--- src/rtl/sram_arb_pkg.sv ---
// -----------------------------------------------------------------------------
// sram_arb_pkg
//   Shared types for the Ibex-to-SRAM port arbiter.
//
//   owner_e   : which Ibex port owns a granted transaction.
//   rsp_tag_t : one-deep response tag. It is captured on every grant and
//               consumed by the response mux one cycle later.
//   in_window : address decode helper used to decide whether a granted
//               request is forwarded to the SRAM or answered with an error.
// -----------------------------------------------------------------------------
package sram_arb_pkg;

    // Bit positions of each requester in the arbiter request/grant vectors.
    localparam int unsigned PortInstr = 0;
    localparam int unsigned PortData  = 1;

    typedef enum logic {
        OwnerInstr = 1'b0,
        OwnerData  = 1'b1
    } owner_e;

    typedef struct packed {
        logic   valid;  // a response is due this cycle
        owner_e owner;  // port that receives the response
        logic   err;    // request was outside the SRAM window
    } rsp_tag_t;

    localparam rsp_tag_t RspTagIdle = '{valid: 1'b0, owner: OwnerInstr, err: 1'b0};

    // An address hits the SRAM when the bits outside the decoded range
    // match the window base exactly.
    function automatic logic in_window(input logic [31:0] addr,
                                       input logic [31:0] base,
                                       input logic [31:0] mask);
        return (addr & ~mask) == base;
    endfunction

endpackage

--- src/rtl/sram_port_arbiter_rr_arb2.sv ---
// -----------------------------------------------------------------------------
// rr_arb2
//   Two-way round-robin arbiter with a combinational grant.
//
//   Ports
//     clk_i       : clock, pointer updates on the rising edge
//     rst_ni      : asynchronous active-low reset
//     req_i[1:0]  : requests, bit 0 = instr, bit 1 = data
//     gnt_o[1:0]  : one-hot (or zero) grant, same cycle as the request
//
//   The pointer remembers the winner of the last contended cycle. It only
//   moves when both ports request, so a lone requester never changes who
//   wins the next contention. Reset points at instr so data wins first.
// -----------------------------------------------------------------------------
module rr_arb2
    import sram_arb_pkg::*;
(
    input  logic       clk_i,
    input  logic       rst_ni,
    input  logic [1:0] req_i,
    output logic [1:0] gnt_o
);

    owner_e last_q;
    owner_e last_d;

    always_comb begin
        // NOTE: every output of this block is given a default before any
        // branch so that no path leaves a signal unassigned (no latch).
        gnt_o  = 2'b00;
        last_d = last_q;

        case (req_i)
            2'b01: gnt_o[PortInstr] = 1'b1;
            2'b10: gnt_o[PortData]  = 1'b1;
            2'b11: begin
                if (last_q == OwnerInstr) begin
                    gnt_o[PortData] = 1'b1;
                    last_d          = OwnerData;
                end else begin
                    gnt_o[PortInstr] = 1'b1;
                    last_d           = OwnerInstr;
                end
            end
            default: ;
        endcase
    end

    always_ff @(posedge clk_i or negedge rst_ni) begin
        // NOTE: state is written with non-blocking assignments so every
        // register samples its inputs from the same pre-edge values.
        if (!rst_ni) begin
            last_q <= OwnerInstr;
        end else begin
            last_q <= last_d;
        end
    end

endmodule

--- src/rtl/sram_port_arbiter.sv ---
// -----------------------------------------------------------------------------
// sram_port_arbiter
//   Shares one single-port SRAM between the Ibex instruction and data ports.
//   Grants are combinational and round-robin under contention; the SRAM
//   answers every request after exactly one cycle, so a one-entry response
//   tag is enough to route the answer back to the right port while the next
//   grant is already being issued.
//
//   Parameters
//     MemStart : base address of the SRAM window
//     MemMask  : address bits decoded inside the window
//
//   Ports
//     clk_i, rst_ni                 : clock, asynchronous active-low reset
//     instr_req_i, instr_addr_i     : instruction fetch request
//     instr_gnt_o                   : instruction grant (same cycle)
//     instr_rvalid_o/err_o/rdata_o  : instruction response (one cycle later)
//     data_req_i/we_i/be_i/addr_i/wdata_i : data request
//     data_gnt_o                    : data grant (same cycle)
//     data_rvalid_o/err_o/rdata_o   : data response (one cycle later)
//     mem_req_o/we_o/be_o/addr_o/wdata_o  : SRAM request
//     mem_rvalid_i, mem_rdata_i     : SRAM response
//
//   A missing mem_rvalid_i on an expected in-window response is a protocol
//   violation; it is flagged on that response and then stays set, forcing
//   err on every later response until reset.
// -----------------------------------------------------------------------------
module sram_port_arbiter
    import sram_arb_pkg::*;
#(
    parameter logic [31:0] MemStart = 32'h0000_0000,
    parameter logic [31:0] MemMask  = 32'h0000_FFFF
) (
    input  logic        clk_i,
    input  logic        rst_ni,

    input  logic        instr_req_i,
    input  logic [31:0] instr_addr_i,
    output logic        instr_gnt_o,
    output logic        instr_rvalid_o,
    output logic        instr_err_o,
    output logic [31:0] instr_rdata_o,

    input  logic        data_req_i,
    input  logic        data_we_i,
    input  logic [3:0]  data_be_i,
    input  logic [31:0] data_addr_i,
    input  logic [31:0] data_wdata_i,
    output logic        data_gnt_o,
    output logic        data_rvalid_o,
    output logic        data_err_o,
    output logic [31:0] data_rdata_o,

    output logic        mem_req_o,
    output logic        mem_we_o,
    output logic [3:0]  mem_be_o,
    output logic [31:0] mem_addr_o,
    output logic [31:0] mem_wdata_o,
    input  logic        mem_rvalid_i,
    input  logic [31:0] mem_rdata_i
);

    // -------------------------------------------------------------------------
    // Arbitration
    // -------------------------------------------------------------------------
    logic [1:0] req_vec;
    logic [1:0] gnt_vec;

    // Requests are masked while reset is held so no grant or SRAM access
    // can leak out before the block is released.
    assign req_vec = {data_req_i, instr_req_i} & {2{rst_ni}};

    rr_arb2 u_rr_arb2 (
        .clk_i  (clk_i),
        .rst_ni (rst_ni),
        .req_i  (req_vec),
        .gnt_o  (gnt_vec)
    );

    assign instr_gnt_o = gnt_vec[PortInstr];
    assign data_gnt_o  = gnt_vec[PortData];

    logic        any_gnt;
    owner_e      win_owner;
    logic [31:0] win_addr;
    logic        win_hit;

    assign any_gnt   = |gnt_vec;
    assign win_owner = gnt_vec[PortData] ? OwnerData : OwnerInstr;
    assign win_addr  = gnt_vec[PortData] ? data_addr_i : instr_addr_i;
    assign win_hit   = in_window(win_addr, MemStart, MemMask);

    // -------------------------------------------------------------------------
    // SRAM request: only in-window grants reach the memory; everything else
    // leaves the bus at zero so idle and rejected cycles look identical.
    // -------------------------------------------------------------------------
    always_comb begin
        mem_req_o   = 1'b0;
        mem_we_o    = 1'b0;
        mem_be_o    = 4'h0;
        mem_addr_o  = 32'h0;
        mem_wdata_o = 32'h0;

        if (any_gnt && win_hit) begin
            mem_req_o  = 1'b1;
            mem_addr_o = win_addr;
            if (win_owner == OwnerData) begin
                mem_we_o    = data_we_i;
                mem_be_o    = data_be_i;
                mem_wdata_o = data_wdata_i;
            end else begin
                // Instruction fetches are always full-word reads.
                mem_be_o = 4'hF;
            end
        end
    end

    // -------------------------------------------------------------------------
    // Response tag and sticky protocol error
    // -------------------------------------------------------------------------
    rsp_tag_t tag_q;
    rsp_tag_t tag_d;
    logic     proto_err_q;
    logic     rsp_missing;

    always_comb begin
        tag_d = RspTagIdle;
        if (any_gnt) begin
            tag_d.valid = 1'b1;
            tag_d.owner = win_owner;
            tag_d.err   = ~win_hit;
        end
    end

    // The SRAM must answer every in-window request on the following cycle.
    assign rsp_missing = tag_q.valid & ~tag_q.err & ~mem_rvalid_i;

    always_ff @(posedge clk_i or negedge rst_ni) begin
        if (!rst_ni) begin
            tag_q       <= RspTagIdle;
            proto_err_q <= 1'b0;
        end else begin
            tag_q       <= tag_d;
            proto_err_q <= proto_err_q | rsp_missing;
        end
    end

    // -------------------------------------------------------------------------
    // Response mux: only the tag owner sees rvalid/err/rdata; the other port
    // is held at zero. Error responses return zero data.
    // -------------------------------------------------------------------------
    logic        rsp_err;
    logic [31:0] rsp_rdata;

    assign rsp_err   = tag_q.err | proto_err_q | rsp_missing;
    assign rsp_rdata = rsp_err ? 32'h0 : mem_rdata_i;

    always_comb begin
        instr_rvalid_o = 1'b0;
        instr_err_o    = 1'b0;
        instr_rdata_o  = 32'h0;
        data_rvalid_o  = 1'b0;
        data_err_o     = 1'b0;
        data_rdata_o   = 32'h0;

        if (tag_q.valid) begin
            if (tag_q.owner == OwnerData) begin
                data_rvalid_o = 1'b1;
                data_err_o    = rsp_err;
                data_rdata_o  = rsp_rdata;
            end else begin
                instr_rvalid_o = 1'b1;
                instr_err_o    = rsp_err;
                instr_rdata_o  = rsp_rdata;
            end
        end
    end

endmodule

--- config.mk ---
export PLATFORM = sky130hd
export DESIGN_NAME = sram_port_arbiter
export DESIGN_NICKNAME = d
export VERILOG_FILES = /design/src/rtl/sram_arb_pkg.sv /design/src/rtl/sram_port_arbiter_rr_arb2.sv /design/src/rtl/sram_port_arbiter.sv
export SDC_FILE = /design/constraint.sdc
export NUM_CORES = 1
export LEC_CHECK = 0
export BUFFER_PORTS_ARGS = -buffer_cell sky130_fd_sc_hd__buf_2
export CAP_MARGIN = 10
export CORE_AREA = 2 2 107 109
export DETAILED_ROUTE_END_ITERATION = 8
export DIE_AREA = 0 0 109 111
export PLACE_DENSITY_LB_ADDON = 0.15
export REMOVE_ABC_BUFFERS = 1
export SLEW_MARGIN = 5
export SYNTH_ARGS = -nofsm -noshare
export SYNTH_HDL_FRONTEND = slang
export SYNTH_HIERARCHICAL = 1
export SYNTH_SLANG_ARGS = --single-unit
--- constraint.sdc ---
create_clock -name clk_i -period 2.95 [get_ports clk_i]
set_input_delay 0.59 -clock clk_i [delete_from_list [all_inputs] [get_ports clk_i]]
set_output_delay 0.59 -clock clk_i [all_outputs]
set_load 0.02 [all_outputs]
## Yosys cells after proc, flatten, opt, wreduce, memory -nomap -nowiden

Index checks and enable logic that the tools add are counted.

- Register bits: 5
- Bits of input ports: 138
- Output and inout bits: 140

- Equal/unequal tests: 3
- Mux-type cells: 28
- Bitwise operators: 9
- Reduce and logical (&&, ||, !) cells: 3

Operator list:

| kind | count |
|---|---|
| two-way mux 32 bit | 9 |
| logical NOT 32 bit | 1 |
| two-way mux 1 bit | 14 |
| two-way mux 4 bit | 2 |
| == test 2 bit (second input constant) | 2 |
| case mux 1 bit (2 select lines) | 2 |
| two-way mux 3 bit | 1 |
| NOT 1 bit | 3 |
| bitwise OR 1 bit | 3 |
| bitwise AND 1 bit | 2 |
| bitwise AND 2 bit | 1 |
| == test 2 x 1 -> 1 bit (second input constant) | 1 |
| OR reduction 2 bit | 1 |
| logical AND 1 bit | 1 |

## Logic depth before layout (Yosys ltp)

Gate-level depths: netlist of run 1.

- Depth after elaboration: 7
- Gate-level depth with buffers: 7
- Gate-level depth less buffers: 5

## Cells and area by module

The synthesis of run 1 kept the hierarchy.

Modules (own cells, without submodules):

| module | instances | cells an instance | area each (µm²) | sequential area each (µm²) |
|---|---|---|---|---|
| sram_port_arbiter | 1 | 219 | 1,392.6 | 100.1 |
| rr_arb2 | 1 | 6 | 56.3 | 25.0 |

## Worst setup path before layout of run 1

Ideal clock, no wire load.

- Kind: input-to-output
- Start: input data_req_i
- End: output mem_addr_o[10]
- Arrival time: 2.661 ns
- Data required time: 2.360 ns
- Setup slack: -0.301 ns
- Stages on the path: 6
- Path buffers: 2
- Path through: and2_1 > a21boi_0 > buf_2 > clkbuf_1 > nand2_1 > o22ai_1

- Cells in the longest elaborated chain, start to end: 7
- Elaborated cells on any way between the ends: 11
- Classes of those cells: 3 x eq/ne; 4 x mux; 1 x bitwise; 3 x reduce/logical

RTL lines:

| item | RTL line | text |
|---|---|---|
| start, declared | sram_port_arbiter.sv:44 | `input logic data_req_i,` |
| bitwise AND 2 bit * | sram_port_arbiter.sv:71 | `assign req_vec = {data_req_i, instr_req_i} & {2{rst_ni}};` |
| == test 2 bit | sram_port_arbiter_rr_arb2.sv:33 | `case (req_i)` |
| case mux 1 bit (2 select lines) * | sram_port_arbiter_rr_arb2.sv:33 |  |
| net data_gnt_o | sram_port_arbiter.sv:49 | `output logic data_gnt_o,` |
| two-way mux 32 bit | sram_port_arbiter.sv:90 | `assign win_addr = gnt_vec[PortData] ? data_addr_i : instr_addr_i;` |
| logical NOT 32 bit | sram_arb_pkg.sv:35 | `return (addr & ~mask) == base;` |
| logical AND 1 bit | sram_port_arbiter.sv:104 | `if (any_gnt && win_hit) begin` |
| two-way mux 32 bit * | sram_port_arbiter.sv:104 |  |
| end, declared | sram_port_arbiter.sv:57 | `output logic [31:0] mem_addr_o,` |

Mark *: on every way through the listed nets, which the timed path passes. The rest lies on a longest branch.

## Final worst setup path of run 1

- Start: input rst_ni
- End: output mem_wdata_o[11]

- Cells in the longest elaborated chain, start to end: 7
- Elaborated cells on any way between the ends: 13
- Classes of those cells: 3 x eq/ne; 6 x mux; 1 x bitwise; 3 x reduce/logical

RTL lines:

| item | RTL line | text |
|---|---|---|
| start, declared | sram_port_arbiter.sv:35 | `input logic rst_ni,` |
| bitwise AND 2 bit * | sram_port_arbiter.sv:71 |  |
| net req_vec[1] | sram_port_arbiter.sv:66 | `logic [1:0] req_vec;` |
| == test 2 bit | sram_port_arbiter_rr_arb2.sv:33 |  |
| case mux 1 bit (2 select lines) | sram_port_arbiter_rr_arb2.sv:33 |  |
| two-way mux 32 bit | sram_port_arbiter.sv:90 |  |
| logical NOT 32 bit | sram_arb_pkg.sv:35 |  |
| logical AND 1 bit | sram_port_arbiter.sv:104 |  |
| two-way mux 32 bit * | sram_port_arbiter.sv:104 |  |
| end, declared | sram_port_arbiter.sv:58 | `output logic [31:0] mem_wdata_o,` |

Marked as above.

==> results of run 1 <==
[through the flow]
| stage | setup TNS, ns | cells | hold slack [ns] | cell area, sq um |
|---|---|---|---|---|
| after global placement | 0 | 617 | 0.419 | 2870 |
| after detailed placement | 0 | 617 | 0.419 | 2870 |
| after floorplan | -75.89 | 204 | 0.294 | 1300 |
| after CTS | 0 | 621 | 0.182 | 2950 |
| final | 0 | 621 | 0.178 | 2960 |
| after global routing | 0 | 621 | 0.190 | 2960 |
[placed cells by master, fill, tap and decap left out, types with 4 or more instances in the layout]
cell / n
buf_4: 8
and2_1: 67
conb_1: 16
and3_1: 32
nand2_1: 34
nor4_2: 4
buf_2: 261
dfrtp_1: 5
nor4_1: 4
o22ai_1: 15
[sequential cells by signal, summed over array words and instances, names as in the netlist]
signal / flops
tag_q: 3
proto_err_q: 1
u_rr_arb2/last_q: 1
[power groups by stage]
stage,Combinational (mW),Sequential [mW],Clock [mW]
floorplan,0.0824,0.0891,0
finish,0.210,0.0927,0.221
detailed placement,0.211,0.0937,0
global placement,0.209,0.0935,0
global route,0.234,0.0955,0.230
CTS,0.212,0.0929,0.223
[cell families after synthesis]
kind of cell | share of synthesized area [%]
AND/OR/NAND/NOR | 63.7
buffers and inverters | 14.7
AO/OA/AOI/OAI | 12.1
flip-flops | 8.64
XOR/XNOR | 0.605
other | 0.259
[final cells by class]
class / instances / area [sq um] / area share (%)
multi-input combinational: 196 / 1170 / 39.8
clock buffer: 4 / 78.8 / 2.67
inverter: 3 / 11.3 / 0.381
sequential: 5 / 125 / 4.23
tap: 143 / 179 / 6.05
timing repair buffer: 270 / 1390 / 46.9
[metal layers]
metal / track usage (%) / wire length, um / up-vias
li1: - / - / 1226
met1: 11.0 / 2510 / 1038
met2: 24.5 / 4190 / 171
met3: 1.94 / 875 / 8
met4: 2.39 / 73 / 0
met5: 0 / 0 / -
[path summary, 6_finish.rpt]
kind / start / end / slack [ns] / cells past startpoint
setup / recovery: rst_ni / mem_wdata_o[11] / 0.23 / 8
hold / removal: rst_ni / tag_q[2]$_DFF_PN0_ / 0.18 / 1
setup reg to reg: u_rr_arb2/last_q$_DFFE_PN0N_ / tag_q[0]$_DFF_PN0_ / 1.64 / 4
hold reg to reg: proto_err_q$_DFF_PN0_ / proto_err_q$_DFF_PN0_ / 0.47 / 1
max in group asynchronous: rst_ni / tag_q[1]$_DFF_PN0_ / 2.63 / 1
min in group clk_i: proto_err_q$_DFF_PN0_ / proto_err_q$_DFF_PN0_ / 0.47 / 1
[repair_timing]
| item | 4_1_cts | 5_1_grt |
|---|---|---|
| endpoints found under the setup margin | 0 | 9 |
| buffers inserted | 0 | 0 |
| resized for setup | 0 | 1 |
[worst reg2reg max path, stage by stage (launching register included)]
cell      delay (ns)
dfrtp_1         0.41
a21boi_2        0.32
nor2b_1         0.08
buf_4           0.21
a22o_1          0.19
==> results by group, run 1 <==
Setup path
  • Setup CP Type: in -> out
  • Ordered cell list for the critical path: buf_2 -> and2_1 -> a21boi_2 -> clkinv_1 -> nor2_2 -> buf_12 -> and2_1 -> buf_2
  • Crit start category: primary input
  • CP max stage cell: a21boi_2
  • Crit path required time: 2.36 ns
  • CP max FO: 36
  • Setup crit end kind: primary output
  • Maximum single-stage delay on the critical path: 0.34 ns
  • Crit path max-delay family: buffers and inverters
  • Bufs and invs on worst path: 4
  • Critical Path AT: 2.13 ns

Drt
  • Vias per std cell: 3.93
  • DRT iter0 DRCs: 139
  • Pre-Repair DR Iteration Count: 4
  • DRT antenna net count: 0
  • Via Count: 2443
  • Remaining DRCs: 0
  • WL/cell: 12.3 um
  • WL final: 7640 um

Yosys
  • Synthesized cell area: 0.00145 sq mm
  • Area share of the largest cell type after synthesis: 28.9%
  • Synth area leaders: and2_1 29%, and3_1 14%, nand2_1 8.8%
  • Post-synthesis cell count: 225
  • Count leader, synth: and2_1
  • Post-synth EDFFs: 0
  • #FFs+latches synth: 5
  • Synth cell types: 29
  • Yosys Warn Count: 6
  • Synth async-reset ratio: 100%
  • Synth top cells by count: 67 x and2_1, 34 x nand2_1, 32 x and3_1
  • Syn_area_per_cell: 6.44 sq um
  • Sequential element share of the synthesized area: 8.64%
  • Post-synth top area cell: and2_1
  • Synth Flop Type: dfrtp_1

Timing
  • RSZ-0062 raised after global routing: false
  • Setup WS post-layout: 0.232 ns
  • Clk_skew: 0.00104 ns
  • Period utilisation layout: 92.1%
  • Crit path time final: 2.72 ns
  • Final setup viols: 0
  • Fmax: 0.368 GHz
  • Fin. Hold Viols: 0
  • Max Slew Vio Count: 0

Floorplan
  • Core area: 0.0111 sq mm
  • Die X: 109 um
  • Die Y-Extent: 111 um
  • Starting Density: 13.1%
  • # IOs: 278
  • Cell Rows: 39
  • Die ar.: 0.0121 sq mm

Clock network
  • TritonCTS clock tree: yes
  • Buffers from clock root to sink, at most: 2
  • Post-CTS Hold Buffers: 0
  • Worst-Skew Late Latency: 0.23 ns
  • CTS root buf: clkbuf_16
  • Clock-pin slew on the worst setup and hold paths: 0.03 ns
  • H-tree depth: 1
  • CTS sink cnt: 5
  • CTS Buf Count: 3

GRT
  • Gr ovfl total: 0
  • GR Util All Layers: 11.6%
  • Vias in the first global route: 2274
  • First-pass GRT wire length: 11200 um
  • Largest net degree at the start of global routing: 37
  • Initial antenna violation count: 0

Layout
  • Synth-to-layout area growth: 104%
  • Filler cells: 1254
  • Antenna Cells: 0
  • Post-layout net count: 617
  • Fraction of layout cells with a size suffix above 1: 60.3%
  • Util after Layout: 26.7%

Placed design
  • HPWL Detailed: 6760 um
  • Worst slack, placed: 0.178 ns
  • GPL Wtd Cong: 0.758
  • Port Buffers: 261

Worst hold path
  • Hold Crit Class: in -> async

Power and ir drop
  • Power density over the cells: 177 mW/mm^2
  • Lkg Pwr: 1.97 nW
  • Net switching power: 0.165 mW
  • Max VDD drop: 0.0973 mV
  • Sw frac: 31.6%
  • Int Pwr: 0.358 mW
  • Comb power frac: 40.1%
  • Power, Total: 0.523 mW
  • Sequential power share: 17.7%
  • Clock Power Share: 42.2%

Job
  • Max-cap viol count: 0

Status
  • Outcome: finished clean
(Power assumes the default switching activity.)
==> run 2, diff against run 1 <==
--- a/config.mk
+++ b/config.mk
@@ -10,7 +10,6 @@
 export CORE_AREA = 2 2 107 109
 export DETAILED_ROUTE_END_ITERATION = 8
 export DIE_AREA = 0 0 109 111
-export PLACE_DENSITY_LB_ADDON = 0.15
 export REMOVE_ABC_BUFFERS = 1
 export SLEW_MARGIN = 5
 export SYNTH_ARGS = -nofsm -noshare
==> run 2 against run 1 <==
Clock power barely moved. Routed wire length rose by 2.7%. Utilization about the same. Sequential power hardly changed. Fmax is 2.5% higher. Highest routed layer unchanged.
==> results by group, run 2 (synthesized netlist as in run 1, its figures left out) <==
Status
  • Outcome: finished clean (unchanged)

Placed design
  • GPL Wtd Cong: 0.795 (was 0.758)
  • HPWL Detailed: 6940 um (was 6760 um)
  • Dpl cells: 618 (was 617)
  • Port Buffers: 261 (unchanged)

Drt
  • Remaining DRCs: 0 (unchanged)
  • DRT antenna net count: 0 (unchanged)
  • Pre-Repair DR Iteration Count: 4 (unchanged)
  • DRT iter0 DRCs: 109 (was 139)
  • WL/cell: 12.6 um (was 12.3 um)
  • Vias per std cell: 3.91 (was 3.93)
  • Via Count: 2435 (was 2443)
  • WL final: 7850 um (was 7640 um)

GRT
  • Largest net degree at the start of global routing: 37 (unchanged)
  • Gr ovfl total: 0 (unchanged)
  • Vias in the first global route: 2280 (was 2274)
  • Initial antenna violation count: 0 (unchanged)
  • GR Util All Layers: 11.8% (was 11.6%)
  • First-pass GRT wire length: 11300 um (was 11200 um)

Timing
  • Fmax: 0.377 GHz (was 0.368 GHz)
  • Hold Slack: 0.188 ns (was 0.178 ns)
  • RSZ-0062 raised after global routing: false (unchanged)
  • Crit path time final: 2.65 ns (was 2.72 ns)
  • Final setup viols: 0 (unchanged)
  • Max Slew Vio Count: 0 (unchanged)
  • Clk_skew: 0.0000735 ns (was 0.00104 ns)
  • Fin. Hold Viols: 0 (unchanged)
  • Period utilisation layout: 89.9% (was 92.1%)

Layout
  • Most frequent cells in the layout: 261 x buf_2, 67 x and2_1, 34 x nand2_1 (unchanged)
  • Non-Filler Instances: 622 (was 621)
  • Most flop-heavy register: tag_q (unchanged)
  • Post-layout net count: 618 (was 617)
  • Antenna Cells: 0 (unchanged)
  • Commonest non-fill, non-tap cell in the layout: buf_2 (unchanged)
  • Synth-to-layout area growth: 104% (about the same)
  • Largest register FFs: 3 (unchanged)
  • Fraction of layout cells with a size suffix above 1: 60.1% (was 60.3%)
  • Largest registers: tag_q (3), proto_err_q (1), u_rr_arb2/last_q (1) (unchanged)

Job
  • Max-cap viol count: 0 (unchanged)

Setup path
  • Setup CP Type: in -> out (unchanged)
  • Setup crit end kind: primary output (unchanged)
  • Crit path depth: 8 (unchanged)
  • Crit path required time: 2.36 ns (about the same)
  • Critical Path AT: 2.06 ns (was 2.13 ns)
  • CP max stage cell: nor3b_2 (was a21boi_2)
  • Crit path max-delay family: buffers and inverters (unchanged)
  • Crit start category: primary input (unchanged)
  • Ordered cell list for the critical path: buf_2 -> and2_1 -> a21boi_2 -> buf_4 -> buf_4 -> nor3b_2 -> a22o_1 -> buf_2 (was buf_2 -> and2_1 -> a21boi_2 -> clkinv_1 -> nor2_2 -> buf_12 -> and2_1 -> buf_2)
  • Worst r2r src: u_rr_arb2/last_q$_DFFE_PN0N_ (unchanged)
  • Maximum single-stage delay on the critical path: 0.29 ns (was 0.34 ns)
  • Reg2reg path depth: 5 (was 4)
  • Crit path from: rst_ni (unchanged)
  • Bufs and invs on worst path: 4 (unchanged)
  • CP max FO: 16 (was 36)

Floorplan
  • Die ar.: 0.0121 sq mm (unchanged)
  • # IOs: 278 (unchanged)
  • Starting Density: 13.1% (unchanged)
  • Die Y-Extent: 111 um (unchanged)
  • Die X: 109 um (unchanged)
  • Cell Rows: 39 (unchanged)
  • Core area: 0.0111 sq mm (unchanged)

Power and ir drop
  • Max VDD drop: 0.112 mV (was 0.0973 mV)
  • Lkg Pwr: 1.98 nW (was 1.97 nW)
  • Power density over the cells: 176 mW/mm^2 (was 177 mW/mm^2)

Worst hold path
  • Hold Crit Class: in -> async (unchanged)

Clock network
  • H-tree depth: 1 (unchanged)
  • CTS sink cnt: 5 (unchanged)
  • Worst-Skew Late Latency: 0.22 ns (was 0.23 ns)
  • Clock-pin slew on the worst setup and hold paths: 0.03 ns (about the same)
  • Buffers from clock root to sink, at most: 2 (unchanged)
  • CTS Buf Count: 3 (unchanged)
  • TritonCTS clock tree: yes (unchanged)
  • CTS root buf: clkbuf_16 (unchanged)
  • Post-CTS Setup Inserts: 0 (unchanged)
  • CTS resizes: 0 (unchanged)
  • Post-CTS Hold Buffers: 0 (unchanged)
[run 2: changes by cell type in the layout (fill, tap and decap cells not counted)]
cell and delta:
a21boi_2 -1, a21boi_1 +1, buf_4 +1
[run 2: per-layer routing]
metal,vias up,GRT usage (%),wire (um)
met1,1047,14.1,3150
met4,0,2.05,34
met3,2,1.65,804
met5,-,0,0
li1,1224,-,-
met2,162,22.2,3860
[run 2: worst paths after layout]
kind	end	slack [ns]
worst max-delay path	mem_addr_o[2]	0.30
worst min-delay path	proto_err_q$_DFF_PN0_	0.19
worst max register to register	tag_q[0]$_DFF_PN0_	1.59
worst min register to register	proto_err_q$_DFF_PN0_	0.47
max in group asynchronous	u_rr_arb2/last_q$_DFFE_PN0N_	2.62
min in group clk_i	proto_err_q$_DFF_PN0_	0.47
[run 2: power breakdown]
part / switching, mW / internal [mW] / leakage [nW]
Sequential: 0.0117 / 0.0810 / 0.0582
Clock: 0.0399 / 0.179 / 0.0382
Combinational: 0.110 / 0.0990 / 1.88
Total: 0.161 / 0.359 / 1.98
[run 2: cell type report]
type	instances	area, sq um
inverter	3	11.3
clock buffer	4	78.8
multi-input combinational	196	1170
timing repair buffer	271	1390
fill	1250	8120
sequential	5	125
tap	143	179
[run 2: metrics by stage]
stage	TNS [ns]	setup slack, ns	util [%]	area (sq um)	total power, mW
global route	0	0.162	26.7	2960	0.556
global placement	0	0.308	26.0	2880	0.302
finish	0	0.298	26.7	2960	0.520
floorplan	-75.89	-1.58	-	1300	0.171
detailed placement	0	0.273	26.0	2880	0.305
CTS	0	0.271	26.7	2960	0.527
==> run 3, diff against run 2 <==
==> constraint.sdc (replaced) <==
create_clock -name clk_i -period 2.95 [get_ports clk_i]
set_input_delay 0.4425 -clock clk_i [delete_from_list [all_inputs] [get_ports clk_i]]
set_output_delay 0.4425 -clock clk_i [all_outputs]
set_load 0.02 [all_outputs]
==> run 3 against run 2 <==
Global-route usage down 0.17 points. Largest cell class unchanged. Sequential cell count unchanged. Fmax up 12%. Critical path type unchanged. Cell area down 0.93%. Utilization down 0.25 points. Total power down 0.56%. First-iteration DRC count up 6.4%. Critical endpoint is now mem_req_o. Routed wire length about the same. Register-to-register slack worse by 0.11 ns. Highest routed layer is now met5. Worst setup slack better by 0.28 ns. Combinational power down 2%.
==> results by group, run 3 (synthesized netlist as in run 1, its figures left out) <==
GRT
  • Largest net degree at the start of global routing: 37 (unchanged)
  • GR Util All Layers: 11.7% (was 11.8%)
  • Initial antenna violation count: 1 (was 0)
  • Vias in the first global route: 2220 (was 2280)
  • First-pass GRT wire length: 11100 um (was 11300 um)
  • Gr ovfl total: 0 (unchanged)

Power and ir drop
  • Power, Total: 0.517 mW (was 0.520 mW)
  • Sw frac: 31.2% (was 31.1%)
  • Clock Power Share: 42.4% (was 42.0%)
  • Power density over the cells: 176 mW/mm^2 (about the same)
  • Sequential power share: 17.9% (was 17.8%)
  • Lkg Pwr: 1.96 nW (was 1.98 nW)
  • Net switching power: 0.161 mW (about the same)
  • Max VDD drop: 0.111 mV (was 0.112 mV)
  • Int Pwr: 0.356 mW (was 0.359 mW)
  • Comb power frac: 39.7% (was 40.2%)

Clock network
  • Clock-pin slew on the worst setup and hold paths: 0.03 ns (about the same)
  • TritonCTS clock tree: yes (unchanged)
  • Buffers from clock root to sink, at most: 2 (unchanged)
  • Worst-Skew Late Latency: 0.22 ns (about the same)
  • CTS resizes: 0 (unchanged)
  • CTS Buf Count: 3 (unchanged)
  • Post-CTS Setup Inserts: 0 (unchanged)
  • H-tree depth: 1 (unchanged)
  • CTS sink cnt: 5 (unchanged)
  • CTS root buf: clkbuf_16 (unchanged)
  • Post-CTS Hold Buffers: 0 (unchanged)

Timing
  • Crit path time final: 2.37 ns (was 2.65 ns)
  • Fmax: 0.422 GHz (was 0.377 GHz)
  • Hold Slack: 0.0315 ns (was 0.188 ns)
  • Clk_skew: 0.000863 ns (was 0.0000735 ns)
  • Fin. Hold Viols: 0 (unchanged)
  • Final setup viols: 0 (unchanged)
  • RSZ-0062 raised after global routing: false (unchanged)
  • Period utilisation layout: 80.3% (was 89.9%)
  • Max Slew Vio Count: 0 (unchanged)

Floorplan
  • Die X: 109 um (unchanged)
  • Die ar.: 0.0121 sq mm (unchanged)
  • Starting Density: 13.1% (unchanged)
  • Core area: 0.0111 sq mm (unchanged)
  • # IOs: 278 (unchanged)
  • Die Y-Extent: 111 um (unchanged)
  • Cell Rows: 39 (unchanged)

Layout
  • Most flop-heavy register: tag_q (unchanged)
  • Fraction of layout cells with a size suffix above 1: 60.0% (was 60.1%)
  • Commonest non-fill, non-tap cell in the layout: buf_2 (unchanged)
  • Synth-to-layout area growth: 102% (was 104%)
  • Non-Filler Instances: 620 (was 622)
  • Most frequent cells in the layout: 261 x buf_2, 67 x and2_1, 34 x nand2_1 (unchanged)
  • Antenna Cells: 0 (unchanged)
  • Largest register FFs: 3 (unchanged)
  • Largest registers: tag_q (3), proto_err_q (1), u_rr_arb2/last_q (1) (unchanged)
  • Post-route cell area: 0.00293 sq mm (was 0.00296 sq mm)
  • Post-layout net count: 616 (was 618)

Drt
  • Vias per std cell: 3.94 (was 3.91)
  • Remaining DRCs: 0 (unchanged)
  • DRT antenna net count: 0 (unchanged)
  • WL/cell: 12.7 um (was 12.6 um)
  • Pre-Repair DR Iteration Count: 3 (was 4)
  • WL final: 7860 um (was 7850 um)
  • Via Count: 2442 (was 2435)
  • DRT iter0 DRCs: 116 (was 109)

Placed design
  • GPL Wtd Cong: 0.793 (was 0.795)
  • Port Buffers: 261 (unchanged)
  • HPWL Detailed: 6830 um (was 6940 um)
  • Cell area after placement: 0.00285 sq mm (was 0.00288 sq mm)
  • Dpl cells: 616 (was 618)

Setup path
  • CP max FO: 10 (was 16)
  • Setup crit end kind: primary output (unchanged)
  • Crit path required time: 2.51 ns (was 2.36 ns)
  • Crit start category: primary input (unchanged)
  • Setup CP Type: in -> out (unchanged)
  • Critical Path AT: 1.93 ns (was 2.06 ns)

Worst hold path
  • Hold Crit Class: in -> async (unchanged)

Status
  • Outcome: finished clean (unchanged)

Job
  • Max-cap viol count: 0 (unchanged)
-- run 3: critical path, stage by stage --
cell and delay (ns):
buf_2 0.10, nor4_2 0.30, nand4_2 0.33, or3b_4 0.51
o21ai_2 0.06, buf_2 0.17
-- run 3: final timing paths --
| kind | from | end | slack [ns] | depth (start not counted) |
|---|---|---|---|---|
| min in group clk_i | proto_err_q$_DFF_PN0_ | proto_err_q$_DFF_PN0_ | 0.47 | 1 |
| max reg2reg | u_rr_arb2/last_q$_DFFE_PN0N_ | tag_q[0]$_DFF_PN0_ | 1.48 | 5 |
| min reg2reg | proto_err_q$_DFF_PN0_ | proto_err_q$_DFF_PN0_ | 0.47 | 1 |
| min | rst_ni | proto_err_q$_DFF_PN0_ | 0.03 | 1 |
| max in group asynchronous | rst_ni | tag_q[0]$_DFF_PN0_ | 2.78 | 1 |
| max | instr_addr_i[24] | mem_req_o | 0.58 | 6 |
-- run 3: cell type report --
cell class / instances / area [sq um]
clock buffer: 4 / 78.8
fill: 1299 / 8150
inverter: 3 / 11.3
multi-input combinational: 196 / 1170
sequential: 5 / 125
tap: 143 / 179
timing repair buffer: 269 / 1370
-- run 3: metal layers --
layer	up-vias	track usage [%]	share of wire (%)
li1	1221	-	-
met1	1047	13.3	40
met2	165	22.2	48
met3	7	2.53	11
met4	2	1.28	0.37
met5	-	0	0.17
-- run 3: power by group through the flow --
stage               clock, mW  combinational (mW)  sequential, mW
floorplan                   0              0.0824          0.0891
global placement            0               0.205          0.0928
detailed placement          0               0.208          0.0938
CTS                     0.224               0.208          0.0928
global route            0.229               0.230          0.0949
finish                  0.219               0.205          0.0924
-- run 3: through the flow --
| stage | TNS, ns | utilization [%] | worst slack (ns) |
|---|---|---|---|
| 5_1_grt | 0 | 26.5 | 0.348 |
| 2_1_floorplan | -59.68 | - | -1.28 |
| 3_3_place_gp | 0 | 25.8 | 0.517 |
| 4_1_cts | 0 | 26.5 | 0.530 |
| 3_5_place_dp | 0 | 25.8 | 0.534 |
| 6_report | 0 | 26.5 | 0.582 |
